## src/rtl/seg_mux_driver.sv

```systemverilog
// seg_mux_driver
//   Time-multiplexed driver for a two-digit seven-segment display.
//   Each frame shows the tens digit for ON_TIME cycles, blanks the display for
//   GAP_TIME cycles, then does the same for the ones digit. Both digit codes
//   are sampled once per frame, on the edge that starts the frame.
//
// Parameters
//   ON_TIME   cycles each digit is driven (1..255)
//   GAP_TIME  all-off cycles after each digit (1..255)
//   LZ_BLANK  1 = show a tens code of 0 as a blank digit
//
// Ports
//   clk_1khz  in   1 kHz clock, the only clock
//   rst_ni    in   asynchronous active-low reset
//   tens_i    in   [3:0] tens code: 0-9 numeral, 10 off, 11 'P', 12-15 '-'
//   ones_i    in   [3:0] ones code, same encoding
//   seg_o     out  [6:0] segments, active-high, bit0=a .. bit6=g
//   dig_en_o  out  [1:0] digit enables, bit1=tens, bit0=ones
//   frame_o   out  one-cycle pulse on the first cycle of each frame
//
// state     | meaning
// ----------+--------------------------------------------
// SHOW_TENS | tens digit enabled, shadow tens decoded
// GAP_T     | display dark after tens digit
// SHOW_ONES | ones digit enabled, shadow ones decoded
// GAP_O     | display dark after ones digit; reset state

module seg_mux_driver #(
  parameter int ON_TIME  = 4,
  parameter int GAP_TIME = 1,
  parameter int LZ_BLANK = 0
) (
  input  logic       clk_1khz,
  input  logic       rst_ni,
  input  logic [3:0] tens_i,
  input  logic [3:0] ones_i,
  output logic [6:0] seg_o,
  output logic [1:0] dig_en_o,
  output logic       frame_o
);

  typedef enum logic [1:0] {
    SHOW_TENS = 2'd0,
    GAP_T     = 2'd1,
    SHOW_ONES = 2'd2,
    GAP_O     = 2'd3
  } state_e;

  localparam logic [7:0] ON_LAST  = 8'(ON_TIME - 1);
  localparam logic [7:0] GAP_LAST = 8'(GAP_TIME - 1);
  localparam logic [3:0] CODE_OFF = 4'd10;

  function automatic logic [6:0] decode(input logic [3:0] code);
    logic [6:0] seg;
    case (code)
      4'd0:    seg = 7'h3F;
      4'd1:    seg = 7'h06;
      4'd2:    seg = 7'h5B;
      4'd3:    seg = 7'h4F;
      4'd4:    seg = 7'h66;
      4'd5:    seg = 7'h6D;
      4'd6:    seg = 7'h7D;
      4'd7:    seg = 7'h07;
      4'd8:    seg = 7'h7F;
      4'd9:    seg = 7'h6F;
      4'd10:   seg = 7'h00;
      4'd11:   seg = 7'h73;
      default: seg = 7'h40;
    endcase
    return seg;
  endfunction

  state_e     state_q, state_d;
  logic [7:0] timer_q, timer_d;
  logic [3:0] tens_sh_q, tens_sh_d;
  logic [3:0] ones_sh_q, ones_sh_d;
  logic [6:0] seg_q, seg_d;
  logic [1:0] dig_en_q, dig_en_d;
  logic       frame_q, frame_d;
  logic [7:0] dwell_last;
  logic       enter_tens;

  always_comb begin
    state_d    = state_q;
    timer_d    = timer_q + 8'd1;
    tens_sh_d  = tens_sh_q;
    ones_sh_d  = ones_sh_q;
    seg_d      = 7'h00;
    dig_en_d   = 2'b00;
    dwell_last = ((state_q == SHOW_TENS) || (state_q == SHOW_ONES)) ? ON_LAST : GAP_LAST;

    if (timer_q == dwell_last) begin
      timer_d = 8'd0;
      case (state_q)
        SHOW_TENS: state_d = GAP_T;
        GAP_T:     state_d = SHOW_ONES;
        SHOW_ONES: state_d = GAP_O;
        default:   state_d = SHOW_TENS;
      endcase
    end

    enter_tens = (state_q == GAP_O) && (state_d == SHOW_TENS);
    if (enter_tens) begin
      tens_sh_d = tens_i;
      ones_sh_d = ones_i;
    end
    frame_d = enter_tens;

    // Outputs are registered from the next state so they change on the same
    // edge that enters the state, using the freshly captured shadow codes.
    case (state_d)
      SHOW_TENS: begin
        dig_en_d = 2'b10;
        if ((LZ_BLANK != 0) && (tens_sh_d == 4'd0)) seg_d = 7'h00;
        else                                        seg_d = decode(tens_sh_d);
      end
      SHOW_ONES: begin
        dig_en_d = 2'b01;
        seg_d    = decode(ones_sh_d);
      end
      default: begin
        dig_en_d = 2'b00;
        seg_d    = 7'h00;
      end
    endcase
  end

  always_ff @(posedge clk_1khz or negedge rst_ni) begin
    if (!rst_ni) begin
      state_q   <= GAP_O;
      timer_q   <= GAP_LAST;
      tens_sh_q <= CODE_OFF;
      ones_sh_q <= CODE_OFF;
      seg_q     <= 7'h00;
      dig_en_q  <= 2'b00;
      frame_q   <= 1'b0;
    end else begin
      state_q   <= state_d;
      timer_q   <= timer_d;
      tens_sh_q <= tens_sh_d;
      ones_sh_q <= ones_sh_d;
      seg_q     <= seg_d;
      dig_en_q  <= dig_en_d;
      frame_q   <= frame_d;
    end
  end

  assign seg_o    = seg_q;
  assign dig_en_o = dig_en_q;
  assign frame_o  = frame_q;

endmodule

```

## config.mk

```make
export PLATFORM = sky130hd
export DESIGN_NAME = seg_mux_driver
export DESIGN_NICKNAME = d
export VERILOG_FILES = /design/src/rtl/seg_mux_driver.sv
export SDC_FILE = /design/constraint.sdc
export NUM_CORES = 1
export LEC_CHECK = 0
export CAP_MARGIN = 20
export CORE_MARGIN = 5
export CORE_UTILIZATION = 51
export CTS_BUF_LIST = sky130_fd_sc_hd__clkbuf_16
export DETAILED_ROUTE_END_ITERATION = 7
export PLACE_DENSITY = 0.86
export SLEW_MARGIN = 30
export SYNTH_ARGS = -nofsm -noshare
export SYNTH_HDL_FRONTEND = slang
export SYNTH_SLANG_ARGS = --single-unit
```

## constraint.sdc

```tcl
create_clock -name clk_1khz -period 2.8 [get_ports clk_1khz]
set_input_delay 0.56 -clock clk_1khz [delete_from_list [all_inputs] [get_ports clk_1khz]]
set_output_delay 0.56 -clock clk_1khz [all_outputs]
set_load 0.005 [all_outputs]
```

==> flow_results.org <==
** Logic synthesis
- Synthesis produced a netlist with a net count of 231.
- Fraction of the yosys area taken by sequential cells :: 0.3734
- Share of async-settable or async-resettable flops after synthesis :: 1.000
- Post-Synthesis Cell Area :: 0.001897 sq mm
- Cell variety after synth :: 50
- The average instance in the mapped netlist occupies 8.990 sq um.
- Post-synth top area cell :: dfrtp_1
- Cell types occupying the most area after synthesis :: dfrtp_1 (29%), dfstp_2 (8.3%), ha_1 (6.6%), nand2_1 (4.7%), mux2i_1 (4.2%)
- Yosys printed 0 warnings.
- In this run, synthesis produced a sequential element count of 28.
- Counting flops with a built-in enable in the synthesized netlist gives 0.
- The share of synthesized area in the top cell type comes to 0.2902.
- Post-synthesis cell count :: 211
- Ys flop type :: dfrtp_1

** Timing
- Across all hold checks on the routed design, the worst slack comes to 515.8 ps.
- The routed design could run at a clock period as short as 2762 ps.
- The total count of hold-check failures in the final report is 0.
- Setup TNS after final layout :: 0 ps
- Once routing completed, OpenROAD measured the worst setup slack at 37.67 ps.
- Final Skew :: 5.699 ps
- At the pin with the least slew margin, the transition time is 425.3 ps.
- Timing would allow up to 362.0 MHz.
- Share of the clock period used by the worst path after layout :: 0.9865
- Final count of negative-setup-slack endpoints :: 0
- Worst slew margin :: 0.7091
- Max-slew violation count :: 0

** Placed design
- At the placement stage, the worst setup path has a slack of 4.775 ps.
- Number of cells after detailed placement :: 274
- Final Wtd Congestion :: 0.9512
- The HPWL after detailed placement is 3198 microns.
- Once placement finished, the instance area stood at 0.002163 sq mm.
- Port Buffer Count :: 19

** Power and ir drop
- Internal Power :: 0.6568 mW
- Of the total power, the clock network draws 0.369.
- Share of power burned in combinational logic :: 0.135
- Share of total power in sequential cells :: 0.497
- For this design the static power due to leakage is 1.063 nW.
- Peak supply drop :: 0.2172 mV
- Switching share of power :: 0.2364
- Net switching component of the power :: 0.2034 mW
- Post-layout power :: 0.8601 mW
- Cell Pwr Density :: 372.0 mW/mm^2

** Clocking
- Clock transition time at the flip-flop clock pins of the worst setup and hold paths :: 70 ps
- The clock passes through at most 2 buffers.
- Total number of clock tree sinks :: 28
- The cell sitting at the root of the clock tree is a clkbuf_16.
- Insertion delay of the later-clocked pin in the worst-skew pair :: 260 ps
- CTS buffer count :: 3
- In this run the number of H-tree levels came out at 1.
- TritonCTS clock tree :: built

** Floorplan
- DIE AREA :: 0.005039 sq mm
- The floorplan step set the die width to 70.99 microns.
- Height of the die :: 70.99 microns
- For this configuration, the core starts out at a cell density of 0.5220.
- Core footprint :: 0.003633 sq mm
- Io pins :: 20
- Cell row count :: 22

** GRT
- Entering global routing, the biggest net connects 29 pins.
- Via count of the first global-routing pass :: 1498
- Remaining global-route overflow :: 0
- First-pass GRT wire length :: 7134 microns
- Global routing usage summed across all routing layers :: 0.1722
- The number of antenna violations at the first check in global routing was 0.

** Detailed routing
- Post-DR vias/cell :: 5.893
- Drt initial violations :: 217
- Number of nets with antenna violations after detailed routing :: 0
- Via total after detailed routing :: 1656
- Wire length per cell after detailed routing :: 15.75 microns
- Summed over all layers, the routed wires come to 4427 microns.
- After detailed routing, the number of remaining DRC violations is 0.
- The first detailed-routing pass ran for 4 iterations.

** Finish
- Nets :: 254
- ANT cells :: 0
- Of the cells placed in the final design, the portion with a size suffix greater than 1 is 0.1674.
- Final core utilization :: 0.6364
- Post-route non-filler standard cell count :: 281
- The area growth from synthesis to layout is 21.90%.
- The layout has 301 filler cells.
- Post-layout instance area :: 0.002312 sq mm

** Setup path
- The startpoint identified for the worst register-to-register timing path is state_q[1].
- Largest fanout of any net on the critical path :: 5
- Critical Setup Path Class :: reg -> reg
- STA puts the critical path data required time at 3000 ps.
- RR Endpoint :: seg_o[3]
- Number of cells on the worst reg-to-reg path :: 13
- STA classifies the critical path endpoint as a flop.
- Setup slack on the worst flop-to-flop path :: 40 ps
- Critical Path Source Type :: flop
- Arrival time at the worst endpoint :: 2960 ps

** Worst hold path
- The worst hold path belongs to the class reg -> reg.
- For hold timing, the worst endpoint is timer_q[3].
- In this run the most critical hold path is launched from timer_q[3].
- Counting instances, the worst hold path has a depth of 1.

** Run
- Max-cap violations in this run came to 0.

** Run status
- The flow ran to the end, and the final reports show no timing, DRC or antenna violations.
critical path, cell delays in order, from the launching register on:
cell	delay [ps]
dfstp_2	570
inv_2	60
ha_4	250
nor3_4	210
nand2_1	80
mux2_4	320
inv_8	90
nor2_2	50
a21oi_4	190
ha_4	250
o21ai_2	130
o311ai_1	100
a21oi_1	220
a22o_1	180
sequential cells by signal, summed over array words and instances, names as in the netlist:
signal,flops
dig_en_o,2
frame_o,1
ones_sh_q,4
seg_o,7
state_q,2
tens_sh_q,4
timer_q,8
power groups by stage:
stage                     sequential (mW)  clock [mW]  combinational (mW)
after floorplan                     0.425           0              0.0722
after global placement              0.433           0               0.106
after detailed placement            0.433           0               0.107
after CTS                           0.426       0.327               0.108
after global routing                0.428       0.342               0.129
final                               0.427       0.317               0.116
cell usage in the layout, fill, tap and decap left out, types with 3 or more instances in the layout:
cell and n:
a21oi_1 14, and2_1 3, and3_1 3, buf_4 9
clkbuf_16 3, clkdlybuf4s50_1 19, dfrtp_1 22, dfstp_2 6
ha_1 8, inv_1 9, inv_2 3, mux2_4 3
mux2i_1 8, nand2_1 24, nand2b_1 4, nand3_1 8
nor2_1 17, nor2b_1 8, nor3_1 3, o21ai_0 7
o221ai_1 5, o22ai_1 3, xnor2_1 4
cells by family (layout without fill, tap and decap cells):
kind of cell               Yosys count  after routing  share of synthesized area
and+or+nand+nor                     82             82                     0.2223
AOI/OAI and AO/OA                   49             49                     0.1788
DFF                                 28             28                     0.3734
buffers and inverters               24             46                    0.06002
muxes                               12             12                    0.07190
adders and majority gates           10             10                    0.06596
xor gates and xnor gates             6              6                    0.02770
synthesized netlist by cell type (5+ instances only):
| cell type | count |
|---|---|
| nand3_1 | 8 |
| nand2_1 | 24 |
| dfstp_2 | 6 |
| nor2_1 | 18 |
| inv_1 | 12 |
| nor2b_1 | 8 |
| dfrtp_1 | 22 |
| ha_1 | 10 |
| o21ai_0 | 9 |
| o221ai_1 | 5 |
| mux2i_1 | 8 |
| clkbuf_1 | 6 |
| a21oi_1 | 15 |
per-layer routing:
layer,track usage,share of wire,up-vias
met5,0,0,-
met4,0.04175,0.026,0
met3,0.03125,0.085,14
met2,0.2750,0.47,80
met1,0.2420,0.42,777
li1,-,-,785
cell type report:
type	count	area, sq um	share of cell area
repair buffers	29	277.8	0.1201
well taps	48	60.06	0.02597
inverters	13	56.30	0.02435
multi-input cells	159	1131	0.4892
clock inverters	1	3.754	0.001623
flip-flops and latches	28	708.2	0.3063
clock buffers	3	75.07	0.03247
timing repair:
item	in CTS	in global routing
cloned	0	0
pin swaps	1	8
buffers inserted	0	3
setup endpoints to repair	1	3
hold buffers	0	0
resized for setup	1	11
worst max-delay path by stage:
stage	cells past startpoint	end	startpoint	slack (ps)
2_1_floorplan	15	seg_o[3]	state_q[0]	0.4
3_3_place_gp	13	seg_o[3]	state_q[0]	110
3_5_place_dp	13	seg_o[3]	state_q[0]	5
4_1_cts	13	seg_o[3]	state_q[0]	30
5_1_grt	12	seg_o[4]	state_q[1]	-50
6_report	13	seg_o[3]	state_q[1]	40
Power figures use the tool's default switching activity.
